<file path="src/rtl/uart_rx_if.sv">
// Receive-buffer handshake between uart_rx and its consumer.
// Show-ahead: rx_data is the oldest byte whenever rx_valid is high.
interface uart_rx_if;
    logic [7:0] rx_data;
    logic       rx_valid;
    logic       rx_ready;

    modport master (
        output rx_data,
        output rx_valid,
        input  rx_ready
    );

    modport slave (
        input  rx_data,
        input  rx_valid,
        output rx_ready
    );
endinterface

</file>
<file path="src/rtl/uart_rx.sv">
// 8N1 UART receiver with mid-bit sampling and a show-ahead byte FIFO.
// frame_err and overrun are registered single-cycle pulses.
module uart_rx #(
    parameter int CLK_FREQ   = 100000000,
    parameter int BAUD       = 115200,
    parameter int FIFO_DEPTH = 4
) (
    input  logic      clk,
    input  logic      rst_n,
    input  logic      rx,
    uart_rx_if.master fifo,
    output logic      frame_err,
    output logic      overrun,
    output logic      busy
);
    localparam int CPB  = CLK_FREQ / BAUD;
    localparam int HALF = CPB / 2;
    localparam int TW   = $clog2(CPB);
    localparam int AW   = $clog2(FIFO_DEPTH);
    localparam logic [TW-1:0] T_HALF = TW'(HALF - 1);
    localparam logic [TW-1:0] T_BIT  = TW'(CPB - 1);
    localparam logic [AW:0]   FULL_N = (AW+1)'(FIFO_DEPTH);

    typedef enum logic [2:0] {
        IDLE, START, DATA, STOP, WAIT_IDLE
    } state_t;

    state_t        state, state_n;
    logic [TW-1:0] timer, timer_n;
    logic [2:0]    idx, idx_n;
    logic [7:0]    shreg, shreg_n;
    logic          rx_meta, rxs;
    logic          push, ferr;

    logic [7:0]    mem [FIFO_DEPTH];
    logic [AW-1:0] wr_ptr, rd_ptr;
    logic [AW:0]   count;
    logic          full, pop, wr;

    always_ff @(posedge clk or negedge rst_n) begin
        if (!rst_n) begin
            rx_meta <= 1'b1;
            rxs     <= 1'b1;
        end else begin
            rx_meta <= rx;
            rxs     <= rx_meta;
        end
    end

    always_ff @(posedge clk or negedge rst_n) begin
        if (!rst_n) begin
            state <= IDLE;
            timer <= '0;
            idx   <= '0;
            shreg <= '0;
        end else begin
            state <= state_n;
            timer <= timer_n;
            idx   <= idx_n;
            shreg <= shreg_n;
        end
    end

    always_comb begin
        state_n = state;
        timer_n = timer + TW'(1);
        idx_n   = idx;
        shreg_n = shreg;
        push    = 1'b0;
        ferr    = 1'b0;
        unique case (state)
            IDLE: begin
                timer_n = '0;
                if (!rxs) state_n = START;
            end
            START: begin
                if (timer == T_HALF) begin
                    timer_n = '0;
                    idx_n   = '0;
                    state_n = rxs ? IDLE : DATA;
                end
            end
            DATA: begin
                if (timer == T_BIT) begin
                    timer_n      = '0;
                    shreg_n[idx] = rxs;
                    idx_n        = idx + 3'd1;
                    if (idx == 3'd7) state_n = STOP;
                end
            end
            STOP: begin
                if (timer == T_BIT) begin
                    timer_n = '0;
                    if (rxs) begin
                        push    = 1'b1;
                        state_n = IDLE;
                    end else begin
                        ferr    = 1'b1;
                        state_n = WAIT_IDLE;
                    end
                end
            end
            WAIT_IDLE: begin
                timer_n = '0;
                if (rxs) state_n = IDLE;
            end
            default: state_n = IDLE;
        endcase
    end

    assign busy          = (state != IDLE);
    assign fifo.rx_valid = (count != '0);
    assign fifo.rx_data  = fifo.rx_valid ? mem[rd_ptr] : 8'h00;
    assign full          = (count == FULL_N);
    assign pop           = fifo.rx_valid && fifo.rx_ready;
    // A simultaneous pop frees the slot the incoming byte needs.
    assign wr            = push && (!full || pop);

    always_ff @(posedge clk) begin
        if (wr) mem[wr_ptr] <= shreg;
    end

    always_ff @(posedge clk or negedge rst_n) begin
        if (!rst_n) begin
            wr_ptr    <= '0;
            rd_ptr    <= '0;
            count     <= '0;
            frame_err <= 1'b0;
            overrun   <= 1'b0;
        end else begin
            if (wr)  wr_ptr <= wr_ptr + AW'(1);
            if (pop) rd_ptr <= rd_ptr + AW'(1);
            unique case ({wr, pop})
                2'b10:   count <= count + (AW+1)'(1);
                2'b01:   count <= count - (AW+1)'(1);
                default: count <= count;
            endcase
            frame_err <= ferr;
            overrun   <= push && full && !pop;
        end
    end
endmodule
</file>
<file path="src/flat_wrapper.sv">
// flat-port wrapper written by rule: the top's interface ports become plain ports
module uart_rx_flat 
#(
    parameter int CLK_FREQ   = 100000000,
    parameter int BAUD       = 115200,
    parameter int FIFO_DEPTH = 4
)
  (clk, rst_n, rx, frame_err, overrun, busy, fifo_rx_data, fifo_rx_valid, fifo_rx_ready);
  uart_rx_if fifo_i ();
  input  logic clk;
  input  logic rst_n;
  input  logic rx;
  output logic frame_err;
  output logic overrun;
  output logic busy;
  output wire logic [$bits(fifo_i.rx_data)-1:0] fifo_rx_data;
  output wire logic [$bits(fifo_i.rx_valid)-1:0] fifo_rx_valid;
  input wire logic [$bits(fifo_i.rx_ready)-1:0] fifo_rx_ready;
  assign fifo_rx_data = fifo_i.rx_data;
  assign fifo_rx_valid = fifo_i.rx_valid;
  assign fifo_i.rx_ready = fifo_rx_ready;
  uart_rx #(.CLK_FREQ(CLK_FREQ), .BAUD(BAUD), .FIFO_DEPTH(FIFO_DEPTH)) u_core (.clk(clk), .rst_n(rst_n), .rx(rx), .fifo(fifo_i), .frame_err(frame_err), .overrun(overrun), .busy(busy));
endmodule
</file>
<file path="config.mk">
export PLATFORM = sky130hd
export DESIGN_NAME = uart_rx_flat
export DESIGN_NICKNAME = d
export VERILOG_FILES = /design/src/rtl/uart_rx_if.sv /design/src/rtl/uart_rx.sv /design/src/flat_wrapper.sv
export SDC_FILE = /design/constraint.sdc
export NUM_CORES = 1
export LEC_CHECK = 0
export ABC_AREA = 1
export CAP_MARGIN = 20
export CORE_MARGIN = 4
export CORE_UTILIZATION = 60
export CTS_CLUSTER_SIZE = 16
export DETAILED_ROUTE_END_ITERATION = 16
export PLACE_DENSITY = 0.83
export REMOVE_ABC_BUFFERS = 1
export SETUP_SLACK_MARGIN = 0.02
export SYNTH_ARGS = -nofsm -noshare
export SYNTH_HDL_FRONTEND = slang
export SYNTH_SLANG_ARGS = --single-unit
export TNS_END_PERCENT = 20
</file>
<file path="constraint.sdc">
create_clock -name clk -period 5.4 [get_ports clk]
set_input_delay 0.81 -clock clk [delete_from_list [all_inputs] [get_ports clk]]
set_output_delay 0.81 -clock clk [all_outputs]
set_load 0.005 [all_outputs]
</file>
==> metrics.txt <==
run status finished, final reports clean; final standard cell area without fillers 3531 um^2; HPWL Detailed 4149 um; smallest setup slack after layout 2509 ps; count of filler cells inserted in the layout 410; total I/O pin count 16; footprint of the multi-input gates 1071 um^2; initial core utilization 61.56%; count of buffers from port buffering 15; post-cts resize count 0; initial detailed-routing violation count 126; clock root cell sky130_fd_sc_hd__clkbuf_8; total length of routed met3 wires 286 um; area of the core region 5075 um^2; topmost layer with routed signal wires met4; Remaining DRCs 0; combined area of all synthesized cells 3124 um^2; largest fanout on the critical path 18; minimum clock period 2891 ps; Hold Path Stages 0; DP Cell Count 424; filler-free cell count of the finished design 440; Reg-to-Reg Start u_core.rxs; worst hold path type reg2reg; remaining global-route overflow 0; clock latency at the later pin of the worst-skew pair 340 ps; height of the die 80.16 um; Clock Skews 7.198 ps; Setup TNS Final 0 ps; worst ir drop on vdd 225.9 uV; global-route wire length before repair 10520 um; final max-slew violation count 0; timing-limited maximum frequency 345.9 MHz; count of maximum capacitance violations 0; critical setup path kind reg2out; Total GRT Usage 21.81%; Post-Syn Instances 343; CP Capture Type primary output; startpoint kind of the worst setup timing path flop; most frequent cells in the layout sky130_fd_sc_hd__nor2_1 (66), sky130_fd_sc_hd__nand2_1 (65), sky130_fd_sc_hd__inv_1 (48), sky130_fd_sc_hd__dfrtp_1 (33), sky130_fd_sc_hd__edfxtp_1 (32); via total after detailed routing 2277; Post-Synthesis Mean Instance Area 9.109 um^2; area of all sequential standard cells 1839 um^2; post-detailed-routing wire length 5873 um; die span in x 80.16 um; routed length on met1 2587 um; detailed route wirelength on metal2 2897 um; number of buffers inserted to repair setup after CTS 0; Routed Antenna Nets 0; H-Tree Level Count 3; largest net degree at the start of global routing 36; Post-CTS Hold Buffers 0; diode insertion count for antenna repair 0; clock-pin slew on the worst setup and hold paths 70 ps; number of cell rows 26; setup repair after global routing missed its margin no; cell area power density 362.7 nW/um^2; DR WL/cell 13.35 um; number of buffers created by CTS 9; Sink Count 67; NumNets Final 378; worst r2r dst u_core.mem[3][0]; area added between synthesis and finish 13.02%; TritonRoute pass-1 iters 4; leading cell type in the layout, fill and taps excluded sky130_fd_sc_hd__nor2_1; Post-DP Area 3347 um^2; share of cells above drive strength 1 7.838%; RD Place Congestion 0.8891; sequential cell area fraction in the yosys report 58.87%; flop2flop setup slack 3040 ps; measured slew at the worst slew-check pin 670.7 ps; die outline area 6426 um^2; required time at the endpoint of the critical path 4590 ps; via count of the first global-routing pass 2284; startpoint of the tightest hold check path u_core.rx_meta; final setup vio count 0; number of distinct library cells after synthesis 27; overall power 1.281 mW; Endpoint, Worst Hold u_core.rxs; reg2reg path depth 6; CTS tree yes; final clock period utilization by the worst path 53.54%; CP Data Arrival Time 2080 ps; count of yosys warnings during synthesis 0; worst-case clock buffer depth 2; antenna violations before repair 0; post-synthesis register bit count 67; Place WS 2763 ps; Final Hold Violating Endpoints 0; normalized max-slew margin 55.12%; Static Leak 1.511 nW; vias per std cell 5.175
[layout make-up]
cell class / count / share of cell area (%)
clock buffer: 10 / 3.614
sequential: 67 / 52.09
timing repair buffer: 16 / 4.465
multi-input combinational: 220 / 30.33
clock inverter: 6 / 1.595
tap: 70 / 2.481
inverter: 51 / 5.422
[logic make-up (layout without fill, tap and decap cells)]
family | count (synthesis) | after routing | synth area share [%]
xor+xnor | 5 | 5 | 1.402
buf+inv | 56 | 83 | 6.848
fa+ha+maj | 9 | 9 | 3.845
flops | 67 | 67 | 58.87
compound gates | 42 | 42 | 7.008
simple gates | 164 | 164 | 22.03
[per-layer routing]
layer,vias up,global-route usage [%]
li1,1145,-
met1,1072,27.31
met2,52,35.26
met3,8,4.821
met4,0,11.66
met5,-,0
[worst max-delay path: stages (launching register included)]
cell	delay, ps
sky130_fd_sc_hd__dfrtp_1	670
sky130_fd_sc_hd__inv_2	230
sky130_fd_sc_hd__o21ai_0	290
sky130_fd_sc_hd__a21oi_1	100
sky130_fd_sc_hd__clkdlybuf4s50_1	450
[synthesized netlist by cell type (all sizes together)]
library cell   n  area [um^2]
nor2          69        276.5
nand2         68        262.8
inv           51        191.4
dfrtp         33        825.8
edfxtp        32        960.9
o21ai         31        155.1
nor3          11        60.06
nand3         10        50.05
a21oi          9        48.80
ha             8        100.1
xor2           5        43.79
nand4          4        25.02
buf            3        15.01
clkbuf         2        7.510
dfstp          2        52.55
a31o           1        8.760
a31oi          1        6.260
fa             1        20.02
nand3b         1        7.510
or2            1        6.260
[how the worst max path moves through the flow]
stage                     startpoint          endpoint  slack (ps)  depth (start not counted)
global route        u_core.rd_ptr[1]   fifo_rx_data[7]        2300                          5
CTS                 u_core.rd_ptr[1]   fifo_rx_data[7]        2500                          5
global placement       fifo_rx_ready  u_core.mem[3][6]        2840                          5
finish              u_core.rd_ptr[0]   fifo_rx_data[7]        2510                          4
detailed placement     fifo_rx_ready  u_core.mem[3][6]        2760                          5
floorplan            u_core.timer[0]  u_core.mem[0][0]        3440                          7
[flip-flops by register name, summed over array words and instances (netlist names)]
signal            flops
u_core.state          3
u_core.overrun        1
u_core.timer         10
u_core.idx            3
u_core.wr_ptr         2
u_core.rd_ptr         2
u_core.rx_meta        1
u_core.frame_err      1
u_core.count          3
u_core.rxs            1
u_core.mem           32
u_core.shreg          8
[per-stage QoR]
step	hold slack (ps)	util (%)
after floorplan	345.2	-
after global placement	345.7	65.95
after detailed placement	347.6	65.95
after CTS	357.1	69.58
after global routing	364.1	69.58
final	355.6	69.58
[where the power goes]
part	switching (mW)	leakage [nW]	internal [mW]	total (mW)
Combinational	0.148	0.747	0.147	0.295
Sequential	0.0411	0.671	0.552	0.593
Clock	0.183	0.0935	0.209	0.393
(Power assumes the default switching activity.)
